File: config.mk
export PLATFORM = sky130hd
export DESIGN_NAME = switch_input_capture
export DESIGN_NICKNAME = d
export VERILOG_FILES = /design/src/rtl/armaria_io_pkg.sv /design/src/rtl/debounce_bit.sv /design/src/rtl/switch_input_capture.sv
export SDC_FILE = /design/constraint.sdc
export NUM_CORES = 1
export LEC_CHECK = 0
export ABC_AREA = 0
export CORE_MARGIN = 2
export CORE_UTILIZATION = 33
export CTS_BUF_LIST = sky130_fd_sc_hd__clkbuf_8
export DETAILED_ROUTE_END_ITERATION = 12
export GPL_TIMING_DRIVEN = 1
export PLACE_DENSITY_LB_ADDON = 0.2
export SETUP_SLACK_MARGIN = 0.3
export SLEW_MARGIN = 20
export SYNTH_ARGS = -nofsm -noshare
export SYNTH_HDL_FRONTEND = slang
export SYNTH_HIERARCHICAL = 1
export SYNTH_SLANG_ARGS = --single-unit
File: constraint.sdc
create_clock -name clock -period 2 [get_ports clock]
set_input_delay 0.4 -clock clock [delete_from_list [all_inputs] [get_ports clock]]
set_output_delay 0.4 -clock clock [all_outputs]
set_load 0.05 [all_outputs]
File: src/rtl/armaria_io_pkg.sv
// Shared definitions for the Armaria IO input path: FSM encoding,
// default switch word width and the confirm button's active level.
package armaria_io_pkg;

  typedef enum logic [1:0] {
    ST_IDLE         = 2'b00,
    ST_WAIT_RELEASE = 2'b01,
    ST_WAIT_PRESS   = 2'b10,
    ST_ACK          = 2'b11
  } cap_state_t;

  localparam int DEFAULT_DATA_W = 16;

  // confirm_n reads 0 while the button is held down
  localparam logic BTN_ACTIVE = 1'b0;

endpackage

File: src/rtl/debounce_bit.sv
// Two-flop synchroniser followed by a 3-sample debounce history for a
// bundle of WIDTH independent bits. Samples advance on the shared tick;
// a debounced bit changes only when its three samples agree.
module debounce_bit #(
  parameter int   WIDTH     = 1,
  parameter logic RESET_VAL = 1'b0
) (
  input  logic             clock,
  input  logic             reset,
  input  logic             tick,
  input  logic [WIDTH-1:0] din,
  output logic [WIDTH-1:0] dout
);

  logic [WIDTH-1:0] sync1, sync2;
  logic [WIDTH-1:0] h0, h1, h2;
  logic [WIDTH-1:0] agree;

  // bring the asynchronous levels into the clock domain
  always_ff @(posedge clock or negedge reset) begin
    if (!reset) begin
      sync1 <= {WIDTH{RESET_VAL}};
      sync2 <= {WIDTH{RESET_VAL}};
    end else begin
      sync1 <= din;
      sync2 <= sync1;
    end
  end

  // sample history advances once per tick
  always_ff @(posedge clock or negedge reset) begin
    if (!reset) begin
      h0 <= {WIDTH{RESET_VAL}};
      h1 <= {WIDTH{RESET_VAL}};
      h2 <= {WIDTH{RESET_VAL}};
    end else if (tick) begin
      h0 <= sync2;
      h1 <= h0;
      h2 <= h1;
    end
  end

  assign agree = ~(h0 ^ h1) & ~(h1 ^ h2);

  // each bit follows its history only where all three samples agree
  always_ff @(posedge clock or negedge reset) begin
    if (!reset) begin
      dout <= {WIDTH{RESET_VAL}};
    end else begin
      dout <= (agree & h0) | (~agree & dout);
    end
  end

endmodule

File: src/rtl/switch_input_capture.sv
// Switch input capture for the IO module: debounces the board switches and
// the confirm button, and on a request latches the switch word when the
// user makes a fresh confirm press.
// Optional macro ARMARIA_INPUT_TIMEOUT_EN adds a forced capture after
// TIMEOUT_TICKS debounce ticks of waiting.
//
//   state           | meaning
//   ----------------+------------------------------------------------
//   ST_IDLE         | no request pending
//   ST_WAIT_RELEASE | request pending, button still held from before
//   ST_WAIT_PRESS   | request pending, waiting for a new press
//   ST_ACK          | capture done, ack (and maybe timeout) pulse
module switch_input_capture
  import armaria_io_pkg::*;
#(
  parameter int DATA_W          = DEFAULT_DATA_W,
  parameter int DEBOUNCE_CYCLES = 50000,
  parameter int TIMEOUT_TICKS   = 5000
) (
  input  logic              clock,
  input  logic              reset,
  input  logic [DATA_W-1:0] sw,
  input  logic              confirm_n,
  input  logic              req,
  output logic [DATA_W-1:0] data_out,
  output logic              ack,
  output logic              waiting,
  output logic              timeout
);

  localparam int PW = (DEBOUNCE_CYCLES > 2) ? $clog2(DEBOUNCE_CYCLES) : 1;

  logic [PW-1:0]     presc;
  logic              tick;
  logic [DATA_W-1:0] db_sw;
  logic              db_confirm_n;
  logic              pressed;
  logic              pressed_d;
  logic              press_edge;
  logic              tmo_hit;
  logic              forced_q;
  cap_state_t        state, state_nxt;
  logic              capture;
  logic              forced;

  assign tick = (presc == PW'(DEBOUNCE_CYCLES - 1));

  // free-running sample-tick prescaler
  always_ff @(posedge clock or negedge reset) begin
    if (!reset) begin
      presc <= '0;
    end else if (tick) begin
      presc <= '0;
    end else begin
      presc <= presc + 1'b1;
    end
  end

  debounce_bit #(.WIDTH(DATA_W), .RESET_VAL(1'b0)) u_db_sw (
    .clock (clock),
    .reset (reset),
    .tick  (tick),
    .din   (sw),
    .dout  (db_sw)
  );

  // released level is the opposite of the active level
  debounce_bit #(.WIDTH(1), .RESET_VAL(~BTN_ACTIVE)) u_db_confirm (
    .clock (clock),
    .reset (reset),
    .tick  (tick),
    .din   (confirm_n),
    .dout  (db_confirm_n)
  );

  assign pressed    = (db_confirm_n == BTN_ACTIVE);
  assign press_edge = pressed & ~pressed_d;

  // previous debounced press level for edge detection
  always_ff @(posedge clock or negedge reset) begin
    if (!reset) begin
      pressed_d <= 1'b0;
    end else begin
      pressed_d <= pressed;
    end
  end

`ifdef ARMARIA_INPUT_TIMEOUT_EN
  localparam int TW = $clog2(TIMEOUT_TICKS + 1);
  logic [TW-1:0] tcnt;

  assign tmo_hit = (tcnt == TW'(TIMEOUT_TICKS));

  // counts ticks while a request is pending; cleared outside the wait states
  always_ff @(posedge clock or negedge reset) begin
    if (!reset) begin
      tcnt <= '0;
    end else if (!waiting) begin
      tcnt <= '0;
    end else if (tick && !tmo_hit) begin
      tcnt <= tcnt + 1'b1;
    end
  end
`else
  logic unused_timeout_ticks;
  assign unused_timeout_ticks = (TIMEOUT_TICKS > 0);
  assign tmo_hit = 1'b0;
`endif

  // state register, capture latch and forced-capture flag
  always_ff @(posedge clock or negedge reset) begin
    if (!reset) begin
      state    <= ST_IDLE;
      data_out <= '0;
      forced_q <= 1'b0;
    end else begin
      state <= state_nxt;
      if (capture) begin
        data_out <= db_sw;
        forced_q <= forced;
      end
    end
  end

  // next-state decode; a press in the timeout cycle counts as a press
  always_comb begin
    state_nxt = state;
    capture   = 1'b0;
    forced    = 1'b0;
    case (state)
      ST_IDLE: begin
        if (req) state_nxt = pressed ? ST_WAIT_RELEASE : ST_WAIT_PRESS;
      end
      ST_WAIT_RELEASE: begin
        if (tmo_hit) begin
          capture   = 1'b1;
          forced    = 1'b1;
          state_nxt = ST_ACK;
        end else if (!pressed) begin
          state_nxt = ST_WAIT_PRESS;
        end
      end
      ST_WAIT_PRESS: begin
        if (press_edge) begin
          capture   = 1'b1;
          state_nxt = ST_ACK;
        end else if (tmo_hit) begin
          capture   = 1'b1;
          forced    = 1'b1;
          state_nxt = ST_ACK;
        end
      end
      ST_ACK: begin
        state_nxt = ST_IDLE;
      end
      default: state_nxt = ST_IDLE;
    endcase
  end

  assign waiting = (state == ST_WAIT_RELEASE) || (state == ST_WAIT_PRESS);
  assign ack     = (state == ST_ACK);
  assign timeout = ack & forced_q;

endmodule
Word level (Yosys, flattened, before mapping)
Index checks and enable logic that the tools add are counted.
{"block": "word_totals", "regBits": 137, "in_bits": 20, "out_inout_bits": 19, "word_cells": 56}
{"block": "op_classes", "addsub": 1, "n_eq_ne": 7, "n_mux": 8, "bitwise": 21, "n_reduce_logical": 3}
{"operator": "bitwise AND 16 bit", "n": 3}
{"operator": "inverter 16 bit", "n": 3}
{"operator": "XOR 16 bit", "n": 2}
{"operator": "adder 16 x 1 -> 16 bit, second input constant", "n": 1}
{"operator": "== test 16 bit, second input constant", "n": 1}
{"operator": "two-way mux 16 bit", "n": 1}
{"operator": "bitwise OR 16 bit", "n": 1}
{"operator": "two-way mux 2 bit", "n": 4}
{"operator": "case mux 2 bit (4 select lines)", "n": 1}
{"operator": "inverter 1 bit", "n": 5}
{"operator": "bitwise AND 1 bit", "n": 4}
{"operator": "== test 2 bit, second input constant", "n": 2}
{"operator": "!= test 2 bit, second input constant", "n": 2}
{"operator": "AND reduction 3 bit", "n": 1}
{"operator": "== test 2 x 1 -> 1 bit, second input constant", "n": 1}
{"operator": "zero test 2 bit", "n": 1}
{"operator": "two-way mux 1 bit", "n": 2}
{"operator": "!= test 2 x 1 -> 1 bit, second input constant", "n": 1}
{"operator": "XOR 1 bit", "n": 2}
{"operator": "logical OR 1 bit", "n": 1}
{"operator": "bitwise OR 1 bit", "n": 1}

Depth between registers and ports, before layout
Gate-level depths: netlist (run 1).
{"block": "logic_depth", "word_depth": 6, "depth_mapped": 8, "ltp_nobuf": 6}

Hierarchy
The synthesis (run 1) kept the hierarchy.
{"module": "debounce_bit (u_db_sw)", "instances": 1, "cells_per_inst": 231, "area_each_um2": 3367.0, "seq_area_each_um2": 2402.3}
{"module": "switch_input_capture", "instances": 1, "cells_per_inst": 129, "area_each_um2": 1579.0, "seq_area_each_um2": 875.8}
{"module": "debounce_bit (u_db_confirm)", "instances": 1, "cells_per_inst": 14, "area_each_um2": 215.2, "seq_area_each_um2": 157.7}

Worst setup path before layout (run 1)
No wires, ideal clock.
{"block": "synth_timing", "path_type": "register to register", "startpoint": "register presc[4]", "endpoint": "register u_db_sw.h0[0]", "setup_time_ps": 125, "arrival_time_ps": 1688, "required_time_ps": 1875, "setup_slack_ps": 187, "stages_incl_launch_ff": 8, "path_buffers": 2, "synth_period_minus_slack_ps": 1813, "cell_sequence": "dfrtp_1 nor2_1 nand3_1 nor4_1 and3_1 buf_6 buf_6 mux2_4"}
{"block": "synth_via", "elab_chain_cells": 1}
{"item": "start, declared", "line_no": "switch_input_capture.sv:33", "text": "logic [PW-1:0] presc;"}
{"item": "start signal, assigned", "line_no": "switch_input_capture.sv:55", "text": "presc <= presc + 1'b1;"}
{"item": "== test 16 bit", "line_no": "switch_input_capture.sv:46", "text": "assign tick = (presc == PW'(DEBOUNCE_CYCLES - 1));"}
{"item": "named net tick", "line_no": "switch_input_capture.sv:34", "text": "logic tick;"}
{"item": "end signal, assigned", "line_no": "debounce_bit.sv:33", "text": "h0 <= {WIDTH{RESET_VAL}};"}
{"item": "end signal, assigned", "line_no": "debounce_bit.sv:37", "text": "h0 <= sync2;"}
{"item": "end, declared", "line_no": "debounce_bit.sv:16", "text": "logic [WIDTH-1:0] h0, h1, h2;"}
The timed path passes the listed nets, and every way through them passes these cells.
A chain may end at the register's enable or synchronous reset.

Worst setup path in the final report (run 1)
{"block": "layout_timing", "startpoint": "register presc[5]", "endpoint": "register u_db_sw.h1[15]"}
{"block": "layout_via", "elab_chain_cells": 1}
{"item": "== test 16 bit", "line_no": "switch_input_capture.sv:46"}
{"item": "named net tick", "line_no": "switch_input_capture.sv:34"}
{"item": "end signal, assigned", "line_no": "debounce_bit.sv:34", "text": "h1 <= {WIDTH{RESET_VAL}};"}
{"item": "end, declared", "line_no": "debounce_bit.sv:16"}
The timed path passes the listed nets, and every way through them passes these cells.

==> flow_summary.json, run 1 <==
{
  "crit_path_max_fanout": 10,
  "via_density": 4.51,
  "tightest_hold_check_type": "register to register",
  "timing.final.crit_share_pct": 87.7,
  "synth_sequential_area_ratio_pct": 66.6,
  "mappedNetlistArea_mm2": 0.00516,
  "wirelength_um": 9570,
  "clkSinkCount": 137,
  "multi_input_area_mm2": 0.00170,
  "cts_tree": "done",
  "core-area_mm2": 0.0153,
  "cellLeakagePower_nw": 3.01,
  "most-common-layout-cells": "129 x dfrtp_1, 45 x o21ai_0, 31 x mux2_4, 22 x inv_1",
  "required_time_at_the_endpoint_of_the_critical_path_ns": 2.33,
  "finalSetupViolations": 0,
  "timing.final.hold_violations": 0,
  "drc": 0,
  "detail-route-antenna-nets": 0,
  "ys.warnings.count": 6,
  "die_width_um": 129,
  "timing.setup.critical_path_class": "register to register",
  "worstSetupStartpointType": "register",
  "design.portCount": 39,
  "antennaDiodeCount": 0,
  "worst_ep_arrival_time_ns": 2.08,
  "synth.ff_latch_count": 137,
  "clk-insertion-delay-late_ns": 0.45,
  "ctsRootBufferMaster": "clkbuf_8",
  "place.gp.congestion": 0.702,
  "routed-via-count": 3024,
  "cts_buffer_depth": 2,
  "power.ir.vdd_worst_v": 0.000421,
  "routed_wire_length_per_instance_um": 14.3,
  "floorplan.die_area_mm2": 0.0167,
  "die-height_um": 129,
  "first_global_vias": 3173,
  "synthFlopType": "dfrtp_1",
  "synthesis.instances": 374,
  "max_cap_violations": 0,
  "cts_buffers": 17,
  "synth.lib_cells_used.distinct": 32,
  "layout.area.seq_mm2": 0.00344,
  "grt_max_degree": 46,
  "hpwl_um": 5290,
  "endpoint_kind": "register",
  "post_synthesis_net_count": 399,
  "grt_first_pass_wirelength_um": 15800,
  "path_clk_slew_ns": 0.07,
  "std_cell_rows": 45,
  "grt-ovfl-total": 0,
  "initial_core_util_pct": 33.8,
  "final_max_tran_viols": 0,
  "drt-initial-drc-count": 105,
  "port_buffers": 37,
  "layout-drive-gt1-share_pct": 34.8,
  "grt_setup_unrepaired": "true",
  "min_cycle_time_layout_ns": 1.75,
  "cts_max_level": 4,
  "drt_pass1_iterations": 4,
  "achievable-frequency_mhz": 570,
  "synth-edff-count": 0,
  "run_status": "finished, final reports clean",
  "most_frequent_standard_cell_in_the_layout_excluding_fill_and_tap_cells": "dfrtp_1",
  "final.setup.tns_ns": 0,
  "power.density_mw_per_mm2": 883,
  "clk_skew_ns": 0.00771,
  "fillers": 1386,
  "syn_area_per_cell_um2": 13.8,
  "hold-worst-slack_ns": 0.352,
  "layout.nets": 472,
  "ys_async_sr_fraction_pct": 100,
  "number_of_antenna_violations_at_the_first_check_in_global_routing": 0,
  "grt_util_all_layers_pct": 12.5,
  "area_grow_syn2layout_pct": 30.7
}
==> kinds of logic after synthesis <==
logic type	synth area share (%)
adders and majority gates	1.21
and+or+nand+nor	6.08
buffers and inverters	3.15
xor gates and xnor gates	2.38
AOI/OAI and AO/OA	7.05
DFF	66.6
other	0.0727
muxes	13.5
==> metrics by stage <==
step / utilization, % / std cells / setup WS (ns) / cell area (um2) / power, mW
finish: 44.2 / 671 / 0.246 / 6740 / 5.95
global route: 44.2 / 671 / 0.178 / 6740 / 6.22
CTS: 42.9 / 664 / 0.226 / 6540 / 6.02
detailed placement: 38.4 / 619 / 0.128 / 5850 / 3.34
global placement: 38.4 / 619 / 0.176 / 5850 / 3.33
floorplan: - / 374 / 0.251 / 5180 / 3.12
==> critical path, cell delays in order, from the launching register on <==
cell and delay, ns:
dfrtp_1 0.39, nor2_2 0.15, nand3_2 0.11, nor4_4 0.13, and3_4 0.33, buf_12 0.18
mux2_2 0.34
==> where the power goes <==
group	internal, mW	total [mW]	leakage, nW	switching (mW)
logic	0.237	0.507	0.986	0.270
clock network	1.54	2.60	0.229	1.06
registers	2.82	2.85	1.79	0.0258
==> final timing paths <==
| path | from | to | slack (ns) | cells past startpoint |
|---|---|---|---|---|
| worst max-delay path | presc[5] | u_db_sw/h1[15] | 0.25 | 6 |
| worst min-delay path | u_db_sw/sync1[2] | u_db_sw/sync2[2] | 0.35 | 0 |
| worst max register to register | presc[5] | u_db_sw/h1[15] | 0.25 | 6 |
| worst min register to register | u_db_sw/sync1[2] | u_db_sw/sync2[2] | 0.35 | 0 |
| max in group asynchronous | reset | u_db_confirm/h1 | 0.94 | 3 |
| min in group asynchronous | reset | data_out[13] | 0.42 | 2 |
==> synthesized netlist by cell type (2+ instances only) <==
cell,instances,area [um2]
dfrtp_1,131,3280
xor2_1,5,43.8
buf_6,4,45.0
a21oi_1,17,85.1
buf_2,3,15.0
nor3_1,3,15.0
nor4_1,4,25.0
o21ai_1,3,15.0
xnor2_1,9,78.8
nand2_1,23,86.3
dfstp_2,6,158
mux2i_1,2,20.0
nand3_1,5,25.0
inv_1,23,86.3
and3_1,2,12.5
o21ai_0,51,255
nand4_1,6,37.5
nor2_1,11,41.3
ha_1,5,62.6
mux2_2,20,225
mux2_4,30,450
==> layer usage <==
layer / track usage (%) / vias to the layer above / part of all wire (%) / wire length, um
li1: - / 1431 / - / -
met1: 16.7 / 1525 / 48 / 4560
met2: 18.0 / 50 / 47 / 4450
met3: 4.00 / 18 / 3.5 / 333
met4: 7.35 / 0 / 2.3 / 220
met5: 0 / - / 0 / 0
==> layout make-up <==
cell class,instances,area share [%]
sequential,137,51.0
timing repair buffer,64,11.8
clock inverter,13,2.97
clock buffer,19,3.88
multi-input combinational,204,25.2
inverter,23,1.28
tap,211,3.91
==> timing repair <==
| item | CTS | global route |
|---|---|---|
| gates cloned | 3 | 3 |
| pin swaps | 2 | 6 |
| setup endpoints to repair | 60 | 79 |
| buffers inserted | 9 | 4 |
| endpoints found under the hold margin | 35 | 0 |
| resized for setup | 56 | 35 |
| hold buffers | 1 | 0 |
(Power assumes the default switching activity.)
==> run 2: changes to the inputs <==
--- a/config.mk
+++ b/config.mk
@@ -7,7 +7,7 @@
 export LEC_CHECK = 0
 export ABC_AREA = 0
 export CORE_MARGIN = 2
-export CORE_UTILIZATION = 33
+export CORE_UTILIZATION = 42
 export CTS_BUF_LIST = sky130_fd_sc_hd__clkbuf_8
 export DETAILED_ROUTE_END_ITERATION = 12
 export GPL_TIMING_DRIVEN = 1
==> run 2 against run 1 <==
Worst hold slack got worse by 0.0042 ns; register-to-register slack got worse by 0.02 ns; via count rose by 1.7%; worst setup slack got worse by 0.025 ns; cell area fell by 0.45%; largest power group unchanged.
==> flow_summary.json, run 2 (synthesis results as in run 1) <==
{
  "run_status": "finished, final reports clean",
  "achievable-frequency_mhz": 562,
  "max_cap_violations": 0,
  "hold-worst-slack_ns": 0.347,
  "clk-insertion-delay-late_ns": 0.44,
  "grt-ovfl-total": 0,
  "cts_buffer_depth": 2,
  "path_clk_slew_ns": 0.08,
  "via_density": 5.01,
  "placedInstanceArea_mm2": 0.00577,
  "detail-route-antenna-nets": 0,
  "grt_setup_unrepaired": "true",
  "required_time_at_the_endpoint_of_the_critical_path_ns": 2.33,
  "grt_first_pass_wirelength_um": 14800,
  "final_util_pct": 55.9,
  "ctsRootBufferMaster": "clkbuf_8",
  "endpoint_kind": "register",
  "place.gp.congestion": 0.743,
  "critical_path.reg2reg.startpoint": "presc[5]",
  "layout.nets": 479,
  "cts_buffers": 17,
  "cellLeakagePower_nw": 3.02,
  "timing.final.hold_violations": 0,
  "design_power_total_mw": 5.64,
  "drt_pass1_iterations": 4,
  "final_max_tran_viols": 0,
  "antennaDiodeCount": 0,
  "die_width_um": 115,
  "crit_path_max_fanout": 8,
  "preCtsSetupSlack_ns": 0.195,
  "routed-via-count": 3076,
  "finalNonFillerCells": 614,
  "grt_max_degree": 51,
  "cts_max_level": 4,
  "clkSinkCount": 137,
  "drc": 0,
  "crit_path_start": "presc[5]",
  "first_global_vias": 3085,
  "hold_path.startpoint": "u_db_sw/sync1[6]",
  "number_of_antenna_violations_at_the_first_check_in_global_routing": 0,
  "grt_util_all_layers_pct": 14.8,
  "design.portCount": 39,
  "power.ir.vdd_worst_v": 0.000525,
  "port_buffers": 37,
  "tightest_hold_check_type": "register to register",
  "floorplan.die_area_mm2": 0.0132,
  "clk_skew_ns": 0.0100,
  "timing.setup.critical_path_class": "register to register",
  "drt-initial-drc-count": 163,
  "die-height_um": 115,
  "core-area_mm2": 0.0120,
  "std_cell_rows": 40,
  "finalWorstSetupSlack_ns": 0.222,
  "finalSetupViolations": 0,
  "most_frequent_standard_cell_in_the_layout_excluding_fill_and_tap_cells": "dfrtp_1",
  "final.setup.tns_ns": 0,
  "hpwl_um": 5000,
  "min_cycle_time_layout_ns": 1.78,
  "wirelength_um": 9180,
  "area_grow_syn2layout_pct": 30.1,
  "timing.final.crit_share_pct": 88.9,
  "cts_tree": "done",
  "worstSetupStartpointType": "register",
  "placed_insts": 555,
  "routed_wire_length_per_instance_um": 15.0,
  "fin_area_mm2": 0.00671,
  "layout-drive-gt1-share_pct": 36.2,
  "power.density_mw_per_mm2": 840,
  "most-common-layout-cells": "129 x dfrtp_1, 37 x o21ai_0, 32 x mux2_4, 22 x inv_1, 20 x clkbuf_8",
  "worst_ep_arrival_time_ns": 2.11,
  "initial_core_util_pct": 43.0
}
-- run 2: cell count changes in the layout (fill, tap and decap cells not counted), sizes merged --
cell	change
buf	+6
bufinv	-3
clkbuf	+3
clkinv	+3
bufbuf	-1
clkinvlp	-1
-- run 2: per-layer routing --
metal	global-route usage [%]	vias up	part of all wire, %
met5	0	-	0
met1	19.4	1562	46
met4	7.23	0	1.9
met2	22.5	50	49
met3	4.69	15	3.2
li1	-	1449	-
-- run 2: layout make-up --
cell class,instances,area [um2]
fillers,980,5300
flip-flops and latches,137,3440
multi-input cells,204,1700
repair buffers,71,902
clock buffers,20,275
well taps,147,184
clock inverters,12,125
inverters,23,86.3
-- run 2: worst max-delay path: stages (launching register included) --
cell and delay (ns):
dfrtp_1 0.41, nor2_2 0.14, nand3_1 0.10, nor4_2 0.15, and3_4 0.36, clkbuf_16 0.21
mux2_4 0.30
-- run 2: final timing paths --
kind,cells after the start,end,slack (ns)
setup / recovery,6,u_db_sw/h2[12],0.22
hold / removal,0,u_db_sw/sync2[6],0.35
setup reg to reg,6,u_db_sw/h2[12],0.22
hold reg to reg,0,u_db_sw/sync2[6],0.35
max in group asynchronous,3,u_db_confirm/h1,0.89
min in group asynchronous,2,u_db_sw/sync1[8],0.47
-- run 2: where the power goes --
group / total, mW / internal (mW) / switching (mW)
Combinational: 0.557 / 0.278 / 0.279
Sequential: 2.85 / 2.82 / 0.0279
Clock: 2.23 / 1.20 / 1.03
-- run 2: what timing repair did --
action,in CTS,in global routing
pin swaps,3,7
resized for setup,52,56
hold buffers,1,0
buffers inserted,8,9
endpoints found under the setup margin,60,63
cloned,3,6
endpoints found under the hold margin,47,0
